===== src/rtl/instr_fetch_unit.sv =====
// Instruction fetch front-end: owns the fetch PC, issues one outstanding read at a time
// through the shared bus, and buffers {instr, pc} pairs for the decoder.
module instr_fetch_unit #(
  parameter int DEPTH = 4,
  parameter int PC_W  = 8,
  parameter int AW    = 16,
  parameter int DW    = 32
) (
  input  logic            clk,
  input  logic            rst,
  input  logic            fetch_en,
  output logic            mem_req,
  output logic [AW-1:0]   mem_addr,
  input  logic            mem_gnt,
  input  logic [DW-1:0]   mem_rdata,
  input  logic            mem_rvalid,
  output logic            instr_valid,
  output logic [DW-1:0]   instr,
  output logic [PC_W-1:0] instr_pc,
  input  logic            instr_ready,
  input  logic            redirect,
  input  logic [PC_W-1:0] redirect_pc
);
  localparam int PTR_W = $clog2(DEPTH);
  localparam int CNT_W = PTR_W + 1;
  localparam logic [CNT_W-1:0] DEPTH_C = CNT_W'(DEPTH);

  typedef enum logic [1:0] {IDLE, REQ, WAIT} state_t;

  state_t           state_q, state_d;
  logic [PC_W-1:0]  fetch_pc_q, fetch_pc_d;
  logic [PC_W-1:0]  req_pc_q, req_pc_d;
  logic             discard_q, discard_d;
  logic [PTR_W-1:0] wr_ptr_q, wr_ptr_d;
  logic [PTR_W-1:0] rd_ptr_q, rd_ptr_d;
  logic [CNT_W-1:0] count_q, count_d;
  logic [DW-1:0]    instr_mem [DEPTH];
  logic [PC_W-1:0]  pc_mem [DEPTH];
  logic             push, pop, room, room_next;

  // A redirect kills both the landing response and any same-cycle pop.
  assign push        = (state_q == WAIT) && mem_rvalid && !discard_q && !redirect;
  assign pop         = instr_valid && instr_ready && !redirect;
  assign room        = count_q < DEPTH_C;
  assign room_next   = count_d < DEPTH_C;
  assign instr_valid = (count_q != '0);
  assign instr       = instr_valid ? instr_mem[rd_ptr_q] : '0;
  assign instr_pc    = instr_valid ? pc_mem[rd_ptr_q] : '0;
  assign mem_addr    = AW'(fetch_pc_q);

  always_comb begin
    wr_ptr_d = wr_ptr_q;
    rd_ptr_d = rd_ptr_q;
    count_d  = count_q;
    if (redirect) begin
      wr_ptr_d = '0;
      rd_ptr_d = '0;
      count_d  = '0;
    end else begin
      if (push) wr_ptr_d = wr_ptr_q + 1'b1;
      if (pop)  rd_ptr_d = rd_ptr_q + 1'b1;
      case ({push, pop})
        2'b10:   count_d = count_q + 1'b1;
        2'b01:   count_d = count_q - 1'b1;
        default: count_d = count_q;
      endcase
    end
  end

  always_comb begin
    state_d    = state_q;
    fetch_pc_d = fetch_pc_q;
    req_pc_d   = req_pc_q;
    discard_d  = discard_q;
    mem_req    = 1'b0;
    if (redirect) fetch_pc_d = redirect_pc;
    case (state_q)
      IDLE: begin
        if (fetch_en && room && !redirect) state_d = REQ;
      end
      REQ: begin
        mem_req = !redirect;
        if (!redirect) begin
          if (mem_gnt) begin
            req_pc_d   = fetch_pc_q;
            fetch_pc_d = fetch_pc_q + 1'b1;
            state_d    = WAIT;
          end else if (!fetch_en) begin
            state_d = IDLE;
          end
        end
      end
      WAIT: begin
        if (mem_rvalid) begin
          discard_d = 1'b0;
          state_d   = (fetch_en && room_next) ? REQ : IDLE;
        end else if (redirect) begin
          // The read already left; mark its response stale rather than cancel it.
          discard_d = 1'b1;
        end
      end
      default: state_d = IDLE;
    endcase
  end

  always_ff @(posedge clk or negedge rst) begin
    if (!rst) begin
      state_q    <= IDLE;
      fetch_pc_q <= '0;
      req_pc_q   <= '0;
      discard_q  <= 1'b0;
      wr_ptr_q   <= '0;
      rd_ptr_q   <= '0;
      count_q    <= '0;
    end else begin
      state_q    <= state_d;
      fetch_pc_q <= fetch_pc_d;
      req_pc_q   <= req_pc_d;
      discard_q  <= discard_d;
      wr_ptr_q   <= wr_ptr_d;
      rd_ptr_q   <= rd_ptr_d;
      count_q    <= count_d;
    end
  end

  // Storage needs no reset: the outputs are masked whenever the FIFO is empty.
  always_ff @(posedge clk) begin
    if (push) begin
      instr_mem[wr_ptr_q] <= mem_rdata;
      pc_mem[wr_ptr_q]    <= req_pc_q;
    end
  end

endmodule


===== config.mk =====
export PLATFORM = sky130hd
export DESIGN_NAME = instr_fetch_unit
export DESIGN_NICKNAME = d
export VERILOG_FILES = /design/src/rtl/instr_fetch_unit.sv
export SDC_FILE = /design/constraint.sdc
export NUM_CORES = 1
export LEC_CHECK = 0
export ABC_AREA = 1
export BUFFER_PORTS_ARGS = -buffer_cell sky130_fd_sc_hd__buf_2
export CORE_ASPECT_RATIO = 1.2
export CORE_MARGIN = 2
export CORE_UTILIZATION = 57
export CTS_CLUSTER_DIAMETER = 30
export CTS_CLUSTER_SIZE = 24
export DETAILED_ROUTE_END_ITERATION = 12
export GPL_ROUTABILITY_DRIVEN = 0
export HOLD_SLACK_MARGIN = 0.03
export PLACE_DENSITY = 0.79
export SLEW_MARGIN = 20
export SYNTH_ARGS = -nofsm -noshare
export SYNTH_HDL_FRONTEND = slang
export SYNTH_SLANG_ARGS = --single-unit

===== constraint.sdc =====
create_clock -name clk -period 3.5 [get_ports clk]
set_clock_uncertainty 0.15 [all_clocks]
set_input_delay 0.525 -clock clk [delete_from_list [all_inputs] [get_ports clk]]
set_output_delay 0.525 -clock clk [all_outputs]
set_load 0.05 [all_outputs]

Yosys cells after proc, flatten, opt, wreduce, memory -nomap -nowiden
Memory sizes are Yosys's and may differ from the RTL's.
Index checks and enable logic that the tools add are counted.
{"block": "op_classes", "n_eq_ne": 8, "n_mux": 24, "order_cmp": 2, "addsub": 5, "bitwise": 1, "reduce_logical": 18}
{"op": "8-bit two-way mux", "n": 5}
{"op": "32-bit two-way mux", "n": 1}
{"op": "2-bit two-way mux", "n": 9}
{"op": "8-bit by 1-bit adder with 8-bit output, second input constant", "n": 1}
{"op": "1-bit logical AND", "n": 8}
{"op": "3-bit less-than comparator, second input constant", "n": 2}
{"op": "1-bit two-way mux", "n": 6}
{"op": "2-bit inequality test, second input constant", "n": 3}
{"op": "2-bit case mux with 3 select lines", "n": 1}
{"op": "3-bit case mux with 2 select lines", "n": 1}
{"op": "2-bit nonzero test", "n": 3}
{"op": "2-bit by 1-bit adder with 2-bit output, second input constant", "n": 2}
{"op": "2-bit by 1-bit == test with 1-bit output, second input constant", "n": 2}
{"op": "2-bit == test, second input constant", "n": 2}
{"op": "4-bit AND reduction", "n": 1}
{"op": "3-bit by 1-bit adder with 3-bit output, second input constant", "n": 1}
{"op": "3-bit two-way mux", "n": 1}
{"op": "3-bit inequality test, second input constant", "n": 1}
{"op": "3-bit AND reduction", "n": 1}
{"op": "3-bit nonzero test", "n": 1}
{"op": "3-bit by 1-bit subtractor with 3-bit output, second input constant", "n": 1}
{"op": "1-bit zero test", "n": 2}
{"op": "2-bit zero test", "n": 1}
{"op": "2-bit AND reduction", "n": 1}
{"op": "1-bit NOT", "n": 1}
{"block": "totals", "memories": 2, "ff_bits": 26, "wordCells": 67, "ramBits": 160, "in_bits": 47, "out_inout_bits": 58}
{"memory": "instr_mem", "words": 4, "width": 32, "rd": 1, "rd_clocked_by_memory_dff": 0, "wr": 1, "line": "37", "source": "logic [DW-1:0] instr_mem [DEPTH];"}
{"memory": "pc_mem", "words": 4, "width": 8, "rd": 1, "rd_clocked_by_memory_dff": 0, "wr": 1, "line": "38", "source": "logic [PC_W-1:0] pc_mem [DEPTH];"}

Longest topological paths before layout
{"block": "logic_depth", "word_depth": 12, "ltp_mapped": 17}

Worst setup path after synthesis
Ideal clock, no wire load.
{"block": "synth_timing", "kind": "input -> register", "startpoint": "input redirect", "endpoint": "memory instr_mem[0][0], enable pin", "cell_stages": 4, "n_path_buf": 1, "setup_ps": 437, "arrival_time_ps": 2590, "setup_slack_ps": 322, "path_cell_list": "buf_6 > inv_1 > nand2_4 > nor2_1"}
{"block": "synth_between", "elab_chain_len": 4}
{"item": "start, declared", "line": "21", "source": "input logic redirect,"}
{"item": "1-bit zero test"}
{"item": "1-bit logical AND", "line": "42", "source": "assign push = (state_q == WAIT) && mem_rvalid && !discard_q && !redirect;"}
{"item": "1-bit two-way mux", "line": "128", "source": "if (push) begin"}
{"item": "1-bit two-way mux (implied by the code)", "line": "129", "source": "instr_mem[wr_ptr_q] <= mem_rdata;"}
{"item": "end, declared", "line": "37"}
No other way between the ends.

Worst setup path after layout
{"block": "layout_timing", "startpoint": "register rd_ptr_q[1]", "endpoint": "output instr_pc[5]"}
{"block": "layout_between", "elab_chain_len": 2}
{"item": "start, declared", "line": "35", "source": "logic [PTR_W-1:0] rd_ptr_q, rd_ptr_d;"}
{"item": "start signal, assigned", "line": "121", "source": "rd_ptr_q <= rd_ptr_d;"}
{"item": "memory read 4 x 8 bit"}
{"item": "8-bit two-way mux", "line": "48", "source": "assign instr_pc = instr_valid ? pc_mem[rd_ptr_q] : '0;"}
{"item": "end, declared", "line": "19", "source": "output logic [PC_W-1:0] instr_pc,"}
No other way between the ends.

==> run_results.csv <==
group,metric,value,unit
place,io_buffers,96,
flow_run,maxCapViolations,0,
clocking,clk_pin_slew,0.06,ns
cells_and_area,final_core_util,0.6769,
synth,synth_common_cells,"nor2_1, edfxtp_1, o21ai_0",
cells_and_area,seq_area,5460,µm²
global_route,antenna_found_initial,2,
die,coreArea,13240,µm²
place,pre_cts_slack,0.4862,ns
synth,synth_edf_count,160,
worst_setup_path,crit_fanout,42,
clocking,cts-root-buf,"clkbuf_16",
clocking,cts_setup_buffers,0,
worst_setup_path,cp_top_family,"flip-flops",
synth,synth.distinct_cells,33,
sta,max_slew.worst_pin.slew,0.8750,ns
global_route,grt_pass1_vias,5260,
sta,maxSlewHeadroom,0.4167,
global_route,grt_use_total,0.2294,
synth,synthArstFlopShare,0.1398,
worst_setup_path,worstSetupPathType,"reg -> out",
routing,via_count,5198,
clocking,cts_tree,"yes",
synth,synth_ff_type,"edfxtp_1",
sta,clock.fmax,312.4,MHz
clocking,clk_latency,0.42,ns
worst_setup_path,critPathBufInv,2,
sta,finalCriticalPeriod,3.201,ns
worst_setup_path,worst_ep_required_time,2.82,ns
cells_and_area,multi_input_comb_area,1958,µm²
worst_setup_path,slowest_delay,0.76,ns
pwr,vdd_ir_drop_max,0.3738,mV
sta,finalSetupTns,0,ns
routing,drtPass1Iterations,5,
worst_setup_path,crit_path_top_delay_cell,"dfrtp_4",
die,start_util,0.5843,
die,pin_count,105,
die,dieArea,14520,µm²
cells_and_area,antenna_cells,0,
sta,setup_viol,0,
synth,yosysMostFrequentCell,"nor2_1",
clocking,cts_buffers,17,
routing,wirelength,16.12,mm
die,rows,46,
sta,hold_viol,0,
clocking,cts.sinks,186,
status,status,"completed",
sta,layout_setup_ws,0.2994,ns
clocking,htreeDepth,4,
place,dpl.hpwl,10.09,mm
sta,finalCritPeriodShare,0.9145,
synth,synth_area,7735,µm²
place,placed_area,8324,µm²
pwr,p_per_area,642.1,nW/µm²
global_route,grt_max_degree,82,
clocking,clockBufferDepth,2,
synth,yosys_warnings,0,
cells_and_area,area_growth,15.85,%
routing,wire_per_inst,17.18,µm
global_route,grt_pass1_wl,25.48,mm
synth,ys_ff_latch,186,
routing,drt_iter0_drc,439,
pwr,leakagePower,3.489,nW
worst_setup_path,end_kind,"output port",
routing,drc_errors,0,
synth,syn_area_per_cell,11.63,µm²
synth,synth_top_cell_by_area,"edfxtp_1",
worst_setup_path,cp-start-kind,"register",
synth,ys_top_cells_by_area,"edfxtp_1, nor2_1, dfrtp_1",
global_route,gr-total-overflow,0,
sta,rsz0062_at_grt,"false",
cells_and_area,drive_above_1_share,0.2078,
die,fp.dieW,110.3,µm
cells_and_area,nFillCells,947,
synth,synthCells,665,
worst_hold_path,hp-class,"in -> reg",
synth,synth_top_area_share,0.6212,
routing,via_per_inst,5.542,
synth,synth-seq-area-share,0.7053,
worst_setup_path,arrival,2.53,ns
routing,final_antenna_net_count,0,
worst_setup_path,path_cells,"inv_2 -> nor2_1 -> o21ai_0 -> a21oi_1 -> buf_2",
sta,final_max_slew_viol_count,0,
die,die_y,131.6,µm
pwr,total_power,0.005754,W
cells_and_area,nNetsFinal,813,
cells_and_area,final_cell_area,8961,µm²
power by group:
group | switching (W) | leakage, nW | internal, W
Clock | 0.000799 | 0.305 | 0.00120
Sequential | 0.000122 | 1.76 | 0.00255
Combinational | 0.000817 | 1.43 | 0.000260
layer usage:
layer	share of wire	vias to the layer above	GRT usage
met4	0.017	4	0.07014
met1	0.40	2531	0.2826
met3	0.061	25	0.06002
li1	-	2460	-
met5	0.0014	-	0
met2	0.52	178	0.3923
state kept, by name, indices dropped and copies added (netlist names):
| signal | count |
|---|---|
| req_pc_q | 8 |
| fetch_pc_q | 8 |
| count_q | 3 |
| wr_ptr_q | 2 |
| state_q | 2 |
| pc_mem | 32 |
| rd_ptr_q | 2 |
| discard_q | 1 |
| instr_mem | 128 |
cells in the final DEF (no fill, tap or decap), types with 2 or more instances in the layout:
master | Yosys | routed
nor2_1 | 180 | 176
edfxtp_1 | 160 | 160
buf_2 | 8 | 96
o21ai_0 | 82 | 82
a21oi_1 | 53 | 53
nand2_1 | 42 | 42
inv_1 | 29 | 29
dfrtp_1 | 26 | 24
clkbuf_16 | 0 | 17
ha_1 | 9 | 9
buf_4 | 16 | 9
conb_1 | 1 | 8
nand3_1 | 6 | 6
o22ai_1 | 6 | 6
nor2_4 | 1 | 5
xor2_1 | 4 | 4
inv_2 | 4 | 4
o21ai_2 | 4 | 4
o21ai_1 | 4 | 4
bufinv_16 | 0 | 4
clkinv_4 | 0 | 3
inv_6 | 0 | 3
clkinv_2 | 0 | 3
nand3_2 | 2 | 2
area by class of cell:
type / count / area share
Sequential cell: 186 / 0.6093
Tap cell: 168 / 0.02346
Clock buffer: 18 / 0.04789
Clock inverter: 14 / 0.02178
Timing Repair Buffer: 107 / 0.06451
Multi-Input combinational cell: 411 / 0.2185
Inverter: 34 / 0.01452
stage by stage:
stage / hold WS, ns / instances
after CTS: 0.1589 / 938
after detailed placement: 0.3512 / 905
after global placement: 0.3469 / 905
after global routing: 0.1603 / 938
after floorplan: 0.07941 / 672
final: 0.1705 / 938
worst reg2reg max path: cells and delay by family, from the launching register on:
kind / cells / cell delay [ns]
AND/OR/NAND/NOR: 4 / 0.88
flip-flops: 1 / 0.43
buffers and inverters: 4 / 0.66
worst paths after layout:
kind | startpoint | endpoint | slack, ns | cells after the start
setup / recovery | rd_ptr_q[1] | instr_pc[5] | 0.30 | 5
hold / removal | mem_rdata[5] | instr_mem[3][5] | 0.17 | 1
setup reg to reg | state_q[0] | pc_mem[1][3] | 1.08 | 8
hold reg to reg | req_pc_q[0] | pc_mem[2][0] | 0.37 | 0
max in group asynchronous | rst | rd_ptr_q[1] | 2.26 | 2
min in group asynchronous | rst | wr_ptr_q[1] | 0.49 | 2
cells by family after synthesis:
logic type | after synthesis | synth area share
other | 1 | 0.0004848
adders and majority gates | 9 | 0.01456
and+or+nand+nor | 238 | 0.1239
DFF | 186 | 0.7053
buffers and inverters | 75 | 0.04885
xor gates and xnor gates | 5 | 0.005661
AOI/OAI and AO/OA | 151 | 0.1013
timing repair:
action,CTS,global route
endpoints found under the hold margin,26,0
endpoints found under the setup margin,1,0
gates resized for setup,1,0
hold buffers,1,0
(Power assumes the default switching activity.)
